`src/rtl/shift_add_mult4_pkg.sv`:
```
// +-----------------------------------------------------------------------+
// | shift_add_mult4_pkg                                                   |
// | Shared widths, RUN length and state encoding for the 4x4 multiplier.  |
// | Rev 1.0                                                               |
// +-----------------------------------------------------------------------+
`default_nettype none

package shift_add_mult4_pkg;

  localparam int C_OP_W       = 4;
  localparam int C_PROD_W     = 8;
  localparam int C_RUN_CYCLES = 4;
  localparam int C_CNT_W      = $clog2(C_RUN_CYCLES);

  typedef enum logic [1:0] {
    ST_IDLE = 2'd0,
    ST_RUN  = 2'd1,
    ST_DONE = 2'd2
  } state_t;

endpackage

`default_nettype wire

```
`src/rtl/adder4_core.sv`:
```
// +-----------------------------------------------------------------------+
// | adder4_core                                                           |
// | 4-bit ripple-carry adder with carry-out and signed overflow flag.     |
// | Rev 1.0                                                               |
// +-----------------------------------------------------------------------+
`default_nettype none

module adder4_core
  import shift_add_mult4_pkg::*;
(
  input  logic [C_OP_W-1:0] x,
  input  logic [C_OP_W-1:0] y,
  input  logic              c0,
  output logic [C_OP_W-1:0] s,
  output logic              c4,
  output logic              v
);

  logic [C_OP_W:0] w_c;

  assign w_c[0] = c0;

  generate
    for (genvar gi = 0; gi < C_OP_W; gi++) begin : g_ripple
      assign s[gi]     = x[gi] ^ y[gi] ^ w_c[gi];
      assign w_c[gi+1] = (x[gi] & y[gi]) | (w_c[gi] & (x[gi] ^ y[gi]));
    end
  endgenerate

  assign c4 = w_c[C_OP_W];
  // Overflow is meaningful only for two's-complement operands.
  assign v  = w_c[C_OP_W] ^ w_c[C_OP_W-1];

endmodule

`default_nettype wire

```
`src/rtl/shift_add_mult4.sv`:
```
// +-----------------------------------------------------------------------+
// | shift_add_mult4                                                       |
// | Sequential unsigned 4x4 shift-and-add multiplier, 4 RUN cycles.       |
// | Rev 1.0                                                               |
// +-----------------------------------------------------------------------+
`default_nettype none

module shift_add_mult4
  import shift_add_mult4_pkg::*;
(
  input  logic                clk,
  input  logic                reset,
  input  logic                start,
  input  logic [C_OP_W-1:0]   a,
  input  logic [C_OP_W-1:0]   b,
  output logic                busy,
  output logic                done,
  output logic [C_PROD_W-1:0] product
);

  state_t               r_state;
  state_t               w_state_next;
  logic [C_OP_W-1:0]    r_mcand;
  logic [C_OP_W-1:0]    r_q;
  logic [C_OP_W-1:0]    r_acc;
  logic [C_CNT_W-1:0]   r_cnt;
  logic [C_PROD_W-1:0]  r_product;

  logic [C_OP_W-1:0]    w_addend;
  logic [C_OP_W-1:0]    w_sum;
  logic                 w_c4;
  logic                 w_unused_v;
  logic                 w_last_run;

  assign w_addend   = r_q[0] ? r_mcand : '0;
  assign w_last_run = (r_cnt == C_CNT_W'(C_RUN_CYCLES - 1));

  adder4_core u_adder (
    .x  (r_acc),
    .y  (w_addend),
    .c0 (1'b0),
    .s  (w_sum),
    .c4 (w_c4),
    .v  (w_unused_v)
  );

  always_ff @(posedge clk) begin
    if (reset) begin
      r_state <= ST_IDLE;
    end else begin
      r_state <= w_state_next;
    end
  end

  always_comb begin
    w_state_next = r_state;
    case (r_state)
      ST_IDLE: if (start) w_state_next = ST_RUN;
      ST_RUN:  if (w_last_run) w_state_next = ST_DONE;
      ST_DONE: w_state_next = ST_IDLE;
      default: w_state_next = ST_IDLE;
    endcase
  end

  always_ff @(posedge clk) begin
    if (reset) begin
      r_mcand   <= '0;
      r_q       <= '0;
      r_acc     <= '0;
      r_cnt     <= '0;
      r_product <= '0;
    end else begin
      case (r_state)
        ST_IDLE: begin
          if (start) begin
            r_mcand <= a;
            r_q     <= b;
            r_acc   <= '0;
            r_cnt   <= '0;
          end
        end
        ST_RUN: begin
          // {c4,sum,q} shifted right by one: sum LSB moves into q.
          r_acc <= {w_c4, w_sum[C_OP_W-1:1]};
          r_q   <= {w_sum[0], r_q[C_OP_W-1:1]};
          r_cnt <= r_cnt + C_CNT_W'(1);
          if (w_last_run) begin
            r_product <= {w_c4, w_sum, r_q[C_OP_W-1:1]};
          end
        end
        default: ;
      endcase
    end
  end

  assign busy    = (r_state != ST_IDLE);
  assign done    = (r_state == ST_DONE);
  assign product = r_product;

endmodule

`default_nettype wire
```
`config.mk`:
```
export PLATFORM = sky130hd
export DESIGN_NAME = shift_add_mult4
export DESIGN_NICKNAME = d
export VERILOG_FILES = /design/src/rtl/shift_add_mult4_pkg.sv /design/src/rtl/adder4_core.sv /design/src/rtl/shift_add_mult4.sv
export SDC_FILE = /design/constraint.sdc
export NUM_CORES = 1
export LEC_CHECK = 0
export ABC_AREA = 1
export ABC_CLOCK_PERIOD_IN_PS = 2600
export CORE_UTILIZATION = 30
export DETAILED_ROUTE_END_ITERATION = 8
export HOLD_SLACK_MARGIN = 0.03
export PLACE_DENSITY = 0.49
export SLEW_MARGIN = 0
export SYNTH_ARGS = -nofsm -noshare
export SYNTH_HDL_FRONTEND = slang
export SYNTH_SLANG_ARGS = --single-unit
```
`constraint.sdc`:
```
create_clock -name clk -period 2.6 [get_ports clk]
set_input_delay 0.78 -clock clk [delete_from_list [all_inputs] [get_ports clk]]
set_output_delay 0.78 -clock clk [all_outputs]
set_load 0.01 [all_outputs]
```
Word level (Yosys, flattened, before mapping)
Index checks and enable logic that the tools add are counted.
{"block": "word_totals", "regBits": 24, "in_bits": 11, "word_cells": 46}
{"block": "op_classes", "n_addsub": 1, "n_eq_ne": 5, "muxes": 10, "bitwise": 17, "n_reduce_logical": 7}
{"cell": "case mux 4 bit (2 select lines)", "count": 2}
{"cell": "two-way mux 4 bit", "count": 3}
{"cell": "case mux 2 bit (2 select lines)", "count": 2}
{"cell": "AND reduction 2 bit", "count": 4}
{"cell": "AND 1 bit", "count": 7}
{"cell": "XOR 1 bit", "count": 7}
{"cell": "two-way mux 2 bit", "count": 3}
{"cell": "equality test 2 bit, second input constant", "count": 2}
{"cell": "!= test 2 bit, second input constant", "count": 2}
{"cell": "nonzero test 2 bit", "count": 2}
{"cell": "bitwise OR 1 bit", "count": 3}
{"cell": "adder 2 x 1 -> 2 bit, second input constant", "count": 1}
{"cell": "equality test 2 x 1 -> 1 bit, second input constant", "count": 1}
{"cell": "zero test 2 bit", "count": 1}

Logic depth before layout (Yosys ltp)
Gate-level depths: netlist of the first run.
{"block": "logic_depth", "ltp_word": 9, "depth_mapped": 10}

Hierarchy
Synthesis of the first run repeated with hierarchy kept, for this count alone.
{"block": "unflattened", "cells_unflattened": 157, "hier_area_um2": 1192.4}
{"module": "shift_add_mult4", "instances": 1, "cells_per_inst": 140, "area_each_um2": 1063.5}
{"module": "adder4_core", "instances": 1, "cells_per_inst": 17, "area_each_um2": 128.9}

Worst setup path after synthesis of the first run
No wires, ideal clock.
{"block": "synth_path", "kind": "register to register", "startpoint": "reg r_q[0]", "endpoint": "reg r_acc[2]", "setup_ps": 124, "arrival_ps": 1997, "t_required_ps": 2476, "setup_slack_ps": 478, "path_stages_with_launch": 11, "path_buffers": 0, "period_less_slack_ps": 2122, "cell_sequence": "dfxtp_1 nand2_1 inv_1 ha_1 inv_1 fa_1 fa_1 fa_1 inv_1 nand2_1 a21oi_2"}
{"block": "synth_via", "elab_chain_len": 8}
{"item": "start: declaration", "line_no": "shift_add_mult4.sv:24", "source": "logic [C_OP_W-1:0] r_q;"}
{"item": "start signal: assignment", "line_no": "shift_add_mult4.sv:85", "source": "r_q <= {w_sum[0], r_q[C_OP_W-1:1]};"}
{"item": "two-way mux 4 bit (*)", "line_no": "shift_add_mult4.sv:35", "source": "assign w_addend = r_q[0] ? r_mcand : '0;"}
{"item": "AND 1 bit / XOR 1 bit (equally long branches)", "line_no": "adder4_core.sv:26", "source": "assign w_c[gi+1] = (x[gi] & y[gi]) | (w_c[gi] & (x[gi] ^ y[gi]));"}
{"item": "AND 1 bit", "line_no": "adder4_core.sv:26"}
{"item": "bitwise OR 1 bit", "line_no": "adder4_core.sv:26"}
{"item": "AND 1 bit", "line_no": "adder4_core.sv:26"}
{"item": "bitwise OR 1 bit", "line_no": "adder4_core.sv:26"}
{"item": "XOR 1 bit (*)", "line_no": "adder4_core.sv:25", "source": "assign s[gi] = x[gi] ^ y[gi] ^ w_c[gi];"}
{"item": "case mux 4 bit (2 select lines) (*)", "line_no": "shift_add_mult4.sv:73", "source": "case (r_state)"}
{"item": "end signal: assignment", "line_no": "shift_add_mult4.sv:84", "source": "r_acc <= {w_c4, w_sum[C_OP_W-1:1]};"}
{"item": "end: declaration", "line_no": "shift_add_mult4.sv:25", "source": "logic [C_OP_W-1:0] r_acc;"}
Mark *: on every way between the ends. The rest lies on a longest branch, timed or not.
A chain may end at the register's enable or synchronous reset.

Worst setup path in the final report of the first run
{"block": "layout_path", "startpoint": "reg r_state[0]", "endpoint": "out busy"}
{"block": "layout_via", "elab_chain_len": 1}
{"item": "start: declaration", "line_no": "shift_add_mult4.sv:21", "source": "state_t r_state;"}
{"item": "start signal: assignment", "line_no": "shift_add_mult4.sv:51", "source": "r_state <= w_state_next;"}
{"item": "nonzero test 2 bit", "line_no": "shift_add_mult4.sv:96", "source": "assign busy = (r_state != ST_IDLE);"}
{"item": "end: declaration", "line_no": "shift_add_mult4.sv:16", "source": "output logic busy,"}
No other way between the ends.

==> results of run 1 <==
==> sequential cells by signal, summed over array words and instances, names as in the netlist <==
register	count
product	8
r_acc	4
r_cnt	2
r_mcand	4
r_q	4
r_state	2
==> kinds of logic after synthesis <==
family / Yosys count / synth area share (%)
AO/OA/AOI/OAI: 12 / 8.044
adder cells (fa/ha/maj): 5 / 7.391
buffers and inverters: 22 / 9.239
flip-flops: 24 / 41.74
AND/OR/NAND/NOR: 85 / 33.59
==> synth_stat cells (all sizes together) <==
cell type / number / area [um2]
nor2: 23 / 118.9
fa: 3 / 60.06
ha: 2 / 25.02
inv: 18 / 70.07
a21oi: 5 / 43.79
nand3: 12 / 60.06
o21a: 1 / 7.510
dfxtp: 24 / 480.5
buf: 4 / 36.28
o21ai: 6 / 41.29
nand2: 50 / 207.7
==> stage by stage <==
step,hold WS [ns],instances
after floorplan,0.4389,148
after global placement,0.4556,213
after detailed placement,0.4620,213
after CTS,0.4759,217
after global routing,0.4957,217
final,0.4729,217
==> path summary, 6_finish.rpt <==
path	start	end	slack, ns	cells past startpoint
max	r_state[0]	busy	0.25	3
max reg2reg	r_q[0]	r_acc[2]	0.37	10
min	r_cnt[1]	r_cnt[1]	0.47	2
min reg2reg	r_cnt[1]	r_cnt[1]	0.47	2
==> tightest hold or removal path: cells and delay by family, from the launching register on <==
kind / cells / cell delay (ns)
AND/OR/NAND/NOR: 1 / 0.07
AO/OA/AOI/OAI: 1 / 0.04
flip-flops: 1 / 0.33
==> area by class of cell <==
cell class              count  area [um2]
well taps                  48       60.06
fillers                   393        2223
multi-input cells         102       564.3
clock buffers               4       55.05
inverters                  18       70.07
repair buffers             21       207.7
flip-flops and latches     24       480.5
==> layer usage <==
metal  GRT usage, %  part of all wire, %  vias to the layer above
met2          21.54                   44                       16
met3          1.607                  2.7                        2
met5              0                    0                        -
met4          6.818                  1.2                        0
li1               -                    -                      493
met1          16.26                   52                      418
==> power groups by stage <==
stage	Sequential, mW	Combinational, mW	Clock [mW]
CTS	0.397	0.0892	0.274
finish	0.397	0.0876	0.266
global route	0.400	0.0999	0.286
detailed placement	0.406	0.0892	0
floorplan	0.399	0.0682	0
global placement	0.405	0.0876	0
==> impl_metrics.json, run 1 <==
{
  "power_mw": 0.7514,
  "pin_count": 21,
  "hpwl_um": 1679,
  "yosys_warnings": 0,
  "place_congestion": 0.7720,
  "synth_nets": 164,
  "ctsResizeCount": 0,
  "start_util_pct": 31.44,
  "p_sw_mw": 0.1944,
  "seqPwrFrac_pct": 52.9,
  "finalCritPeriodShare_pct": 90.22,
  "postCtsSetupRepairBufs": 0,
  "syn_to_final_growth_pct": 24.89,
  "die_w_um": 63.95,
  "num-nets-final": 186,
  "syn_area_per_cell_um2": 7.778,
  "cts.sinks": 24,
  "routed_wl_um": 2282,
  "synth_cells": 148,
  "grt_pass1_wl_um": 4036,
  "cts_root_buf": "clkbuf_8",
  "rsz0062_at_grt": "false",
  "slew_headroom_pct": 68.49,
  "path_clk_slew_ns": 0.09,
  "cpPeakStageDelay_ns": 0.55,
  "maxCapViolCount": 0,
  "place_area_um2": 1383,
  "power_leakage_nw": 0.6477,
  "final_common_cell": "nand2_1",
  "coreArea_um2": 3661,
  "port_buffers": 20,
  "worstSetupStartpointType": "register",
  "p_int_mw": 0.5570,
  "track_usage_pct": 12.96,
  "setup_tns_ns": 0,
  "worst-path-buf-inv": 2,
  "power_density_nw_per_um2": 522.7,
  "status": "finished clean",
  "cts_max_level": 1,
  "worstPathArrival_ns": 1.57,
  "netlist_area_um2": 1151,
  "ir_drop_uv": 195.8,
  "clockBufferDepth": 2,
  "fin_skew_ns": 0.001907,
  "overflow": 0,
  "max_freq_mhz": 426.3,
  "setup_viol": 0,
  "cts_hold_buffers": 0,
  "holdCritPathClass": "reg -> reg",
  "cp_slowest_cell": "dfxtp_1",
  "finalWorstSetupSlack_ns": 0.2544,
  "mostFrequentLayoutCells": "nand2_1 (44), dfxtp_1 (24), nor2_1 (21)",
  "cts_inserted_buffers": 3,
  "worst_pin_slew_ns": 0.4708,
  "power.share.clock_pct": 35.5,
  "critPathMaxFanout": 9,
  "crit_chain": "inv_2, nand2_1, clkdlybuf4s50_1",
  "insertion_delay_ns": 0.27,
  "pwr-share-comb_pct": 11.7,
  "ys_seq_area_share_pct": 41.74,
  "rows": 22,
  "die_y_um": 63.95,
  "num_vias": 929,
  "first_global_vias": 926,
  "n_antenna_cell": 0,
  "drv_slew": 0,
  "cts_tree": "built",
  "finalHoldViolations": 0,
  "layout-drive-gt1-share_pct": 13.02,
  "critPathKind": "reg -> out",
  "post-route-drc-count": 0,
  "grt_max_degree": 19,
  "min_period_ns": 2.346,
  "pre_cts_ws_ns": 0.3830,
  "synth_cell_types": 19,
  "viasPerCell": 4.281,
  "cp-end-kind": "primary output",
  "ant_nets": 0,
  "antenna_found_initial": 0,
  "avgRoutedWirePerCell_um": 10.52,
  "dr.pass1.iters": 4,
  "drt-initial-drc-count": 49,
  "design_area_um2": 1438,
  "cp.required_ns": 1.82,
  "die_area_um2": 4089,
  "p_sw_share_pct": 25.87,
  "critPathTopFamily": "buffers and inverters",
  "utilization_pct": 39.27,
  "synth_seq_cells": 24
}
Power figures use the tool's default switching activity.
==> inputs of run 2 (changes only) <==
- CAP_MARGIN: unset -> 20
==> results of run 2 <==
Final layout, timing and power as in run 1 (identical DEF).
